File: src/rtl/hazard_unit.sv
// Hazard controller for the 5-stage MIPS pipeline: load-use stall, taken-beq flush,
// EX operand forwarding selects and saturating stall/flush event counters.
module hazard_unit #(
    parameter int CNT_W = 16
) (
    input  logic             clk,
    input  logic             rst_n,
    input  logic [4:0]       idRs,
    input  logic [4:0]       idRt,
    input  logic [4:0]       idRd,
    input  logic             idRegDst,
    input  logic             idMemRead,
    input  logic             idRegWrite,
    input  logic             idBranch,
    input  logic             exZero,
    output logic             pcWrite,
    output logic             ifIdWrite,
    output logic             ifIdFlush,
    output logic             ctrlNop,
    output logic             pcSrc,
    output logic [1:0]       forwardA,
    output logic [1:0]       forwardB,
    output logic [CNT_W-1:0] stallCount,
    output logic [CNT_W-1:0] flushCount
);

    localparam logic [CNT_W-1:0] CNT_MAX = {CNT_W{1'b1}};
    localparam logic [CNT_W-1:0] CNT_ONE = {{(CNT_W-1){1'b0}}, 1'b1};

    // Shadow of ID/EX, EX/MEM and MEM/WB destination information
    logic       r_e_valid;
    logic       r_e_mem_read;
    logic       r_e_reg_write;
    logic       r_e_branch;
    logic [4:0] r_e_dst;
    logic [4:0] r_e_rs;
    logic [4:0] r_e_rt;
    logic       r_m_reg_write;
    logic [4:0] r_m_dst;
    logic       r_w_reg_write;
    logic [4:0] r_w_dst;

    logic [CNT_W-1:0] r_stall_cnt;
    logic [CNT_W-1:0] r_flush_cnt;

    logic [4:0] w_id_dst;
    logic       w_take;
    logic       w_load_use;

    // Nearest older writer wins; $0 is hardwired and never forwarded.
    function automatic logic [1:0] fwd_sel(
        input logic [4:0] src,
        input logic       m_we,
        input logic [4:0] m_dst,
        input logic       w_we,
        input logic [4:0] w_dst
    );
        logic [1:0] sel;
        if (m_we && (m_dst != 5'd0) && (m_dst == src)) begin
            sel = 2'b10;
        end else if (w_we && (w_dst != 5'd0) && (w_dst == src)) begin
            sel = 2'b01;
        end else begin
            sel = 2'b00;
        end
        return sel;
    endfunction

    assign w_id_dst   = idRegDst ? idRd : idRt;
    assign w_take     = r_e_valid & r_e_branch & exZero;
    assign w_load_use = r_e_valid & r_e_mem_read & (r_e_dst != 5'd0) &
                        ((r_e_dst == idRs) | (r_e_dst == idRt));

    // Pipeline control: a taken branch squashes ID, so it overrides a load-use stall
    always_comb begin
        pcWrite   = 1'b1;
        ifIdWrite = 1'b1;
        ifIdFlush = 1'b0;
        ctrlNop   = 1'b0;
        pcSrc     = 1'b0;
        if (w_take) begin
            pcSrc     = 1'b1;
            ifIdFlush = 1'b1;
            ctrlNop   = 1'b1;
        end else if (w_load_use) begin
            pcWrite   = 1'b0;
            ifIdWrite = 1'b0;
            ctrlNop   = 1'b1;
        end else begin
            pcWrite   = 1'b1;
            ifIdWrite = 1'b1;
        end
    end

    assign forwardA   = fwd_sel(r_e_rs, r_m_reg_write, r_m_dst, r_w_reg_write, r_w_dst);
    assign forwardB   = fwd_sel(r_e_rt, r_m_reg_write, r_m_dst, r_w_reg_write, r_w_dst);
    assign stallCount = r_stall_cnt;
    assign flushCount = r_flush_cnt;

    // Advance the shadow pipeline; a bubble enters E whenever ctrlNop is raised
    always_ff @(posedge clk or negedge rst_n) begin
        if (!rst_n) begin
            r_e_valid     <= 1'b0;
            r_e_mem_read  <= 1'b0;
            r_e_reg_write <= 1'b0;
            r_e_branch    <= 1'b0;
            r_e_dst       <= 5'd0;
            r_e_rs        <= 5'd0;
            r_e_rt        <= 5'd0;
            r_m_reg_write <= 1'b0;
            r_m_dst       <= 5'd0;
            r_w_reg_write <= 1'b0;
            r_w_dst       <= 5'd0;
        end else begin
            r_w_reg_write <= r_m_reg_write;
            r_w_dst       <= r_m_dst;
            r_m_reg_write <= r_e_reg_write & r_e_valid;
            r_m_dst       <= r_e_dst;
            if (ctrlNop) begin
                r_e_valid     <= 1'b0;
                r_e_mem_read  <= 1'b0;
                r_e_reg_write <= 1'b0;
                r_e_branch    <= 1'b0;
                r_e_dst       <= 5'd0;
                r_e_rs        <= 5'd0;
                r_e_rt        <= 5'd0;
            end else begin
                r_e_valid     <= 1'b1;
                r_e_mem_read  <= idMemRead;
                r_e_reg_write <= idRegWrite;
                r_e_branch    <= idBranch;
                r_e_dst       <= w_id_dst;
                r_e_rs        <= idRs;
                r_e_rt        <= idRt;
            end
        end
    end

    // Saturating event counters
    always_ff @(posedge clk or negedge rst_n) begin
        if (!rst_n) begin
            r_stall_cnt <= {CNT_W{1'b0}};
            r_flush_cnt <= {CNT_W{1'b0}};
        end else begin
            if (w_load_use && !w_take && (r_stall_cnt != CNT_MAX)) begin
                r_stall_cnt <= r_stall_cnt + CNT_ONE;
            end else begin
                r_stall_cnt <= r_stall_cnt;
            end
            if (w_take && (r_flush_cnt != CNT_MAX)) begin
                r_flush_cnt <= r_flush_cnt + CNT_ONE;
            end else begin
                r_flush_cnt <= r_flush_cnt;
            end
        end
    end

endmodule

File: config.mk
export PLATFORM = sky130hd
export DESIGN_NAME = hazard_unit
export DESIGN_NICKNAME = d
export VERILOG_FILES = /design/src/rtl/hazard_unit.sv
export SDC_FILE = /design/constraint.sdc
export NUM_CORES = 1
export LEC_CHECK = 0
export ABC_AREA = 1
export BUFFER_PORTS_ARGS = -buffer_cell sky130_fd_sc_hd__buf_2
export CORE_MARGIN = 3
export CORE_UTILIZATION = 45
export CTS_BUF_LIST = sky130_fd_sc_hd__clkbuf_8
export CTS_CLUSTER_SIZE = 14
export DETAILED_ROUTE_END_ITERATION = 8
export GPL_TIMING_DRIVEN = 0
export PLACE_DENSITY = 0.64
export SLEW_MARGIN = 15
export SYNTH_ARGS = -nofsm -noshare
export SYNTH_HDL_FRONTEND = slang
export SYNTH_SLANG_ARGS = --single-unit
File: constraint.sdc
create_clock -name clk -period 2.55 [get_ports clk]
set_input_delay 0.3825 -clock clk [delete_from_list [all_inputs] [get_ports clk]]
set_output_delay 0.3825 -clock clk [all_outputs]
set_load 0.02 [all_outputs]
# Yosys cells after proc, flatten, opt, wreduce, memory -nomap -nowiden
# Index checks and enable logic that the tools add are counted.
# W data, S select, Z words.
# totals
reg_bits	63
in_bits	22
output_inout_bits	41
wordCells	60
# op_classes
n_addsub	2
eq_ne	8
n_mux	17
bitwise_logic	7
reduce_logical	13
# ops
cell	n
$add A16 B1 Y16 const B	2
$ne A16 B16 Y1 const B	2
$eq A5 B5 Y1	6
$mux W5	4
$reduce_bool A5 Y1	3
$mux W1	11
$logic_and A1 B1 Y1	9
$and A1 B1 Y1	6
$mux W2	2
$logic_not A1 Y1	1
$or A1 B1 Y1	1

# Longest topological paths before layout
# Gate-level depths: netlist (run 1).
# depth
depth_word	6
depth_mapped	11
ltp_nobuf	10

# Worst setup path after synthesis (run 1)
# No wires, ideal clock.
# synth_timing
path_type	flip-flop to output port
start	reg r_m_dst[3]
end	out forwardA[0]
t_arrival_ns	1.629
required_ns	2.168
setup_slack_ns	0.539
stages_incl_launch_ff	4
n_path_buf	0
path_cell_list	dfrtp_1 -> xor2_1 -> nor4_1 -> nor2_1
# synth_between
elab_chain_cells	4
word_cells_on_any_way	5
cone_classes	1 x eq/ne; 1 x mux; 3 x reduce/logical
# synth_lines
element	line_no	source
start, declared	39	logic [4:0] r_m_dst;
start signal, assigned	118	r_m_dst <= r_e_dst;
$reduce_bool A5 Y1	59	if (m_we && (m_dst != 5'd0) && (m_dst == src)) begin
$logic_and A1 B1 Y1	59	
$logic_and A1 B1 Y1 *	59	
$mux W2 *	59	
end, declared	21	output logic [1:0] forwardA,
# Every way passes the cells marked *; elsewhere a longest branch is shown, timed or not.

# Final worst setup path (run 1)
# layout_timing
start	reg r_e_dst[0]
end	out ctrlNop
# layout_between
elab_chain_cells	5
word_cells_on_any_way	8
cone_classes	2 x eq/ne; 2 x mux; 3 x bitwise; 1 x reduce/logical
# layout_lines
element	line_no	source
start, declared	35	logic [4:0] r_e_dst;
start signal, assigned	132	r_e_dst <= w_id_dst;
$eq A5 B5 Y1 or $reduce_bool A5 Y1 (tied branches)	72, 71	
$or A1 B1 Y1 or $and A1 B1 Y1 (tied branches)	72, 71	
$and A1 B1 Y1 *	71	assign w_load_use = r_e_valid & r_e_mem_read & (r_e_dst != 5'd0) &
$mux W1 *	85	end else if (w_load_use) begin
$mux W1 *	81	if (w_take) begin
end, declared	19	output logic ctrlNop,
# Marks and branches as above.

==> flow_summary_export.csv, run 1 <==
group,metric,value,unit
worst_setup_path,cp_cell_sequence,"nor2_1 > nor2_1 > nor2_1 > nand3_2 > nand2_4 > nand2_1 > nand2_1 > buf_2 > buf_2",
clock_tree,cts_tree,"built",
cells_and_area,regArea,1580,µm²
sta,worst_pin_slew,389,ps
drt,drt-met1-wl,3120,µm
drt,drc_errors,0,
sta,maxSlewViolCount,0,
cells_and_area,final_nets,477,
drt,ant_nets,0,
placement,io_buffers,61,
sta,clock_skew,6.29,ps
floorplan,die-width,91.6,µm
power,ir_drop,0.419,mV
drt,wl_met3,274,µm
drt,viasPerCell,4.65,
power,power_density,659,nW/µm²
drt,drt-wirelength-per-cell,11.9,µm
worst_setup_path,arrival,1830,ps
synth,synth.distinct_cells,32,
global_route,antenna_found_initial,0,
placement,placed_area,3760,µm²
cells_and_area,final_common_cell,"nand2_1",
sta,fmax,453,MHz
global_route,grt_first_pass_wirelength,11500,µm
hold_path,hold_start,"idRegWrite",
synth,postSynthCellCount,379,
synth,syn_nets,403,
placement,hpwl,5000,µm
hold_path,holdCritPathClass,"primary input to flip-flop",
worst_setup_path,cp_slowest_cell,"dfrtp_1",
global_route,overflow,0,
run_status,status,"finished, final reports clean",
drt,routed.top_layer,"met4",
clock_tree,htreeDepth,3,
clock_tree,clockRootBuffer,"clkbuf_8",
sta,final.setup.tns,0,ps
sta,setup_viol,0,
floorplan,fp.dieArea,8400,µm²
clock_tree,clock_latency,340,ps
worst_setup_path,critical-path-max-stage-delay,440,ps
sta,max_slew_margin,74.1,%
worst_setup_path,critPathBufInv,2,
cells_and_area,diodes,0,
cells_and_area,final_cell_mix,"nand2_1 (83), dfrtp_1 (63), buf_2 (62), nor2_1 (54), inv_1 (33)",
worst_setup_path,regToRegStartpoint,"flushCount[0]",
synth,avgSynthCellArea,8.71,µm²
clock_tree,cts_sinks,63,
cells_and_area,drive_gt1_share,27.9,%
hold_path,whs_endpoint,"r_e_reg_write",
cells_and_area,utilization,57.4,%
power,leakage,2.11,nW
synth,netlist_area,3300,µm²
sta,period_needed,2210,ps
worst_setup_path,rrSetupSlack,780,ps
cells_and_area,multi_input_area,1520,µm²
cells_and_area,fin_area,3990,µm²
worst_setup_path,start_kind,"flip-flop",
global_route,grt_max_degree,48,
sta,min_period_over_period,86.7,%
worst_setup_path,path_max_fanout,10,
drt,dr.pass1.iters,4,
worst_setup_path,end_kind,"output port",
clock_tree,cts-buffers-inserted,9,
placement,routabilityCongestion,0.837,
synth,yosysWarnings,0,
worst_setup_path,r2r-end,"flushCount[15]",
hold_path,hold_path_depth,3,
worst_setup_path,critical_path_class,"flip-flop to output port",
cells_and_area,nFillCells,634,
global_route,grt_pass1_vias,2538,
worst_setup_path,crit_path_frequent_cell,"nor2_1",
drt,drt-total-wl,6610,µm
drt,initialDrtViolationCount,104,
cells_and_area,area_growth,20.8,%
floorplan,io_pins,63,
worst_setup_path,critPathTopFamily,"simple AND/OR/NAND/NOR gates",
sta,hold_violations,0,
global_route,gr-usage-all-layers,17.4,%
sta,rsz0062_at_grt,"no",
clock_tree,cts.clk_slew.worst_paths,70,ps
drt,dr_wl_met2,3080,µm
drt,vias,2578,
floorplan,fp-row-count,30,
synth,ys_seq_area_share,47.8,%
job,drv_cap,0,
worst_setup_path,cp_data_required_time,2170,ps
floorplan,core_area,6940,µm²
clock_tree,clock_path_buffers,2,
synth,ys_ff_latch,63,
floorplan,initial_core_util,47.5,%
floorplan,die-height,91.6,µm
worst_setup_path,reg2reg_depth,8,
==> timing repair <==
| item | CTS | global route |
|---|---|---|
| hold buffers | 1 | 0 |
| buffers inserted | 0 | 0 |
| resized for setup | 0 | 0 |
| hold endpoints to repair | 16 | 0 |
==> synth_stat cells <==
master	instances	area share [%]
a21oi_1	5	0.76
and2_4	1	0.27
buf_1	1	0.11
buf_12	1	0.61
buf_2	2	0.30
buf_4	3	0.68
clkinv_1	1	0.11
dfrtp_1	63	48
ha_1	2	0.76
inv_1	33	3.8
inv_2	6	0.68
nand2_1	83	9.4
nand2_2	24	4.5
nand2_4	1	0.34
nand3_1	17	2.6
nand3_2	3	0.91
nand3_4	1	0.53
nand3b_1	1	0.23
nand4_1	5	0.95
nand4_2	1	0.38
nand4_4	1	0.64
nor2_1	54	6.1
nor2_2	3	0.57
nor2_8	1	0.61
nor3_1	8	1.2
nor3_2	1	0.30
nor3_4	1	0.49
nor4_1	3	0.57
o21ai_0	2	0.30
or2_1	1	0.19
xnor2_1	18	4.8
xor2_1	32	8.5
==> layout make-up <==
type,instances,share of cell area [%]
flip-flops and latches,63,39.5
multi-input cells,269,38.1
repair buffers,63,8.66
inverters,40,3.77
clock buffers,9,3.11
well taps,96,3.01
clock inverters,7,2.45
plain buffers,7,1.41
==> logic make-up (layout without fill, tap and decap cells) <==
kind of cell             after synthesis  after routing  synth area share, %
AND/OR/NAND/NOR                      210            210                 30.9
flip-flops                            63             63                 47.8
XOR/XNOR                              50             50                 13.3
buffers and inverters                 47            126                 6.25
AO/OA/AOI/OAI                          7              7                 1.06
adder cells (fa/ha/maj)                2              2                0.758
==> metal layers <==
metal / GRT usage (%) / up-vias
met5: 0 / -
met4: 8.92 / 0
met3: 3.77 / 12
met2: 27.0 / 51
met1: 22.8 / 1202
li1: - / 1313
==> report_power, final <==
group	total, mW	internal, mW	leakage, nW	switching, mW
Clock	0.949	0.551	0.105	0.398
Combinational	0.458	0.185	1.21	0.273
Sequential	1.22	1.10	0.795	0.117
Total	2.63	1.84	2.11	0.788
==> through the flow <==
step	cells	setup slack [ps]	hold WS (ps)	power, mW
floorplan	379	539	86.9	1.53
global placement	536	650	362	1.68
detailed placement	537	624	270	1.70
CTS	554	295	240	2.67
global route	554	161	246	2.78
finish	554	340	260	2.63
==> sequential cells by signal, indices dropped and copies added (netlist names), 5 cells and up <==
register and flops:
flushCount 16, r_e_dst 5, r_e_rs 5, r_e_rt 5
r_m_dst 5, r_w_dst 5, stallCount 16
==> how the worst max path moves through the flow <==
stage,cells past startpoint,slack [ps],endpoint,start
6_report,9,340,ctrlNop,r_e_dst[0]
5_1_grt,9,160,ctrlNop,r_e_dst[0]
4_1_cts,9,300,ctrlNop,r_e_dst[0]
3_5_place_dp,11,620,ctrlNop,idRt[1]
3_3_place_gp,11,650,ctrlNop,idRt[1]
2_1_floorplan,3,540,forwardA[0],r_m_dst[3]
==> worst reg2reg max path, delay by kind of cell, from the launching register on <==
family	cells	cell delay, ps
flip-flops	1	430
XOR/XNOR	1	150
AND/OR/NAND/NOR	6	850
adder cells (fa/ha/maj)	1	230
No activity file was read; power rests on OpenSTA's default activity.
==> run 2: changes to the inputs <==
--- a/config.mk
+++ b/config.mk
@@ -5,15 +5,15 @@
 export SDC_FILE = /design/constraint.sdc
 export NUM_CORES = 1
 export LEC_CHECK = 0
-export ABC_AREA = 1
 export BUFFER_PORTS_ARGS = -buffer_cell sky130_fd_sc_hd__buf_2
+export CORE_ASPECT_RATIO = 0.6
 export CORE_MARGIN = 3
 export CORE_UTILIZATION = 45
 export CTS_BUF_LIST = sky130_fd_sc_hd__clkbuf_8
 export CTS_CLUSTER_SIZE = 14
 export DETAILED_ROUTE_END_ITERATION = 8
 export GPL_TIMING_DRIVEN = 0
-export PLACE_DENSITY = 0.64
+export PLACE_DENSITY = 0.65
 export SLEW_MARGIN = 15
 export SYNTH_ARGS = -nofsm -noshare
 export SYNTH_HDL_FRONTEND = slang
==> flow_summary_export.csv, run 2 <==
group,metric,value,unit
cells_and_area,diodes,0,
placement,routabilityCongestion,0.796,
drt,ant_nets,0,
sta,rsz0062_at_grt,"yes",
placement,io_buffers,61,
clock_tree,htreeDepth,3,
sta,worst_pin_slew,669,ps
worst_setup_path,reg2reg_depth,6,
drt,drc_errors,0,
sta,hold_violations,0,
worst_setup_path,cp-startpoint,"r_e_dst[2]",
sta,setup_viol,0,
cells_and_area,multi_input_area,1340,µm²
drt,vias,2190,
global_route,grt_pass1_vias,2082,
power,p_sw,0.798,mW
synth,synth_edf_count,0,
power,pwr-share-clk,36.8,%
worst_setup_path,arrival,2100,ps
cells_and_area,final_cell_mix,"dfrtp_1 (62), buf_2 (60), xnor2_1 (39), nand3_1 (19), nor2_1 (18)",
synth,ys_async_sr_fraction,100,%
global_route,overflow,0,
cells_and_area,nFillCells,563,
worst_setup_path,endpoint,"ctrlNop",
cells_and_area,finalNonFillerCells,431,
clock_tree,cts-buffers-inserted,9,
synth,netlist_area,2950,µm²
floorplan,die-height,68.7,µm
power,seqPwrFrac,44.6,%
drt,initialDrtViolationCount,79,
floorplan,core_area,6220,µm²
worst_setup_path,r2r-end,"stallCount[1]",
sta,fmax,403,MHz
synth,synthFlopType,"dfrtp_1",
synth,avgSynthCellArea,11.3,µm²
power,power_density,751,nW/µm²
run_status,status,"finished, final reports clean",
clock_tree,clockRootBuffer,"clkbuf_8",
worst_setup_path,cp_data_required_time,2170,ps
hold_path,holdCritPathClass,"primary input to flip-flop",
worst_setup_path,regToRegStartpoint,"r_e_dst[2]",
synth,yosysMostFrequentCell,"dfrtp_1",
global_route,grt_max_degree,38,
job,drv_cap,0,
sta,max_slew_margin,54.2,%
drt,dr.pass1.iters,4,
sta,min_period_over_period,97.2,%
floorplan,fp-row-count,22,
synth,yosysWarnings,0,
drt,drt-total-wl,6510,µm
placement,dp_cells,407,
cells_and_area,drive_gt1_share,33.4,%
power,leakage,1.74,nW
worst_setup_path,critical_path_class,"flip-flop to output port",
sta,finalWorstSetupSlack,70.8,ps
placement,place_ws,231,ps
synth,postSynthCellCount,261,
cells_and_area,utilization,59.8,%
clock_tree,clock_latency,340,ps
synth,synth_largest_area_cell,"dfrtp_1",
drt,viasPerCell,5.08,
synth,synth.distinct_cells,41,
worst_setup_path,start_kind,"flip-flop",
cells_and_area,final_common_cell,"dfrtp_1",
clock_tree,cts_sinks,63,
floorplan,initial_core_util,47.4,%
power,ir_drop,0.341,mV
synth,ys_ff_latch,63,
synth,yosysTopAreaCellShare,53.5,%
global_route,grt_first_pass_wirelength,10800,µm
cells_and_area,area_growth,26.2,%
power,swShare,28.6,%
floorplan,io_pins,63,
synth,ys_seq_area_share,53.5,%
clock_tree,clock_path_buffers,2,
synth,synth_common_cells,"dfrtp_1 (63), xnor2_1 (39), nand3_1 (19), nor2_1 (18), xor2_1 (16)",
sta,period_needed,2480,ps
floorplan,fp.dieArea,7590,µm²
worst_setup_path,end_kind,"output port",
synth,syn_nets,285,
clock_tree,cts_tree,"built",
worst_setup_path,path_max_fanout,6,
global_route,antenna_found_initial,1,
drt,drt-wirelength-per-cell,15.1,µm
sta,maxSlewViolCount,0,
sta,clock_skew,8.02,ps
power,combPwrFrac,18.6,%
placement,hpwl,4830,µm
cells_and_area,final_nets,366,
worst_setup_path,rrSetupSlack,490,ps
power,power.internal,1.99,mW
floorplan,die-width,110,µm
synth,yosys-top-cells-area,"dfrtp_1 (54%), xnor2_1 (12%), xor2_1 (4.8%)",
clock_tree,cts.clk_slew.worst_paths,60,ps
cells_and_area,regArea,1580,µm²
global_route,gr-usage-all-layers,18.4,%
-- run 2: cell count changes in the layout (fill, tap and decap cells not counted), sizes merged, moves of 4 or more --
cell and change:
clkbuf +4, and4 +4, nand2 -93, and2 +14
or4 +5, mux2i +5, nand4 +4, xor2 -16
buf +5, xnor2 +21, nor2 -40, nor3 -5
inv -33
-- run 2: metal layers --
metal,global-route usage [%],part of all wire [%]
met5,0,0.11
met4,5.07,0.22
met3,7.24,5.1
met2,26.1,42
met1,26.2,52
-- run 2: cell families (layout without fill, tap and decap cells) --
family | after synthesis | after routing | share of synthesized area (%)
XOR/XNOR | 55 | 55 | 16.3
multiplexers | 8 | 8 | 2.84
AND/OR/NAND/NOR | 105 | 105 | 19.9
adder cells (fa/ha/maj) | 2 | 2 | 0.849
buffers and inverters | 11 | 97 | 1.95
AO/OA/AOI/OAI | 17 | 17 | 4.63
flip-flops | 63 | 63 | 53.5
-- run 2: through the flow --
step                power (mW)  hold WS (ps)  instance area [µm²]  setup TNS [ps]
detailed placement        1.75           325                 3380               0
global placement          1.73           377                 3360               0
global route              2.94           254                 3720           -52.2
CTS                       2.80           250                 3660               0
floorplan                 1.56          86.9                 2950               0
finish                    2.79           266                 3720               0
-- run 2: worst min path at each step --
stage | slack (ps) | to | start | cells after the start
after CTS | 250 | r_e_branch | idBranch | 2
after global routing | 250 | r_e_branch | idBranch | 2
after detailed placement | 320 | r_w_dst[3] | rst_n | 1
after global placement | 380 | r_w_reg_write | r_m_reg_write | 0
final | 270 | r_e_branch | idBranch | 2
after floorplan | 90 | flushCount[0] | rst_n | 0
-- run 2: critical path: stages (launching register included) --
cell and delay (ps):
dfrtp_1 440, or4_4 550, o211ai_4 210, inv_2 70, a21oi_4 220, inv_2 100
buf_2 170
-- run 2: power by group through the flow --
stage	logic [mW]	registers, mW	clock network (mW)
2_1_floorplan	0.255	1.30	0
3_3_place_gp	0.478	1.26	0
3_5_place_dp	0.491	1.26	0
4_1_cts	0.508	1.24	1.05
5_1_grt	0.578	1.27	1.10
6_report	0.518	1.25	1.03
-- run 2: timing repair --
item,CTS,global route
endpoints found under the setup margin,4,3
buffers inserted,1,6
endpoints found under the hold margin,26,0
hold buffers,1,0
pin swaps,2,5
gates resized for setup,6,3
-- run 2: area by class of cell --
class / count / area share (%)
Sequential cell: 63 / 42.4
Tap cell: 84 / 2.83
Clock buffer: 13 / 4.81
Inverter: 6 / 0.639
Buffer: 5 / 1.01
Clock inverter: 3 / 1.72
Timing Repair Buffer: 70 / 10.5
Multi-Input combinational cell: 187 / 36.1
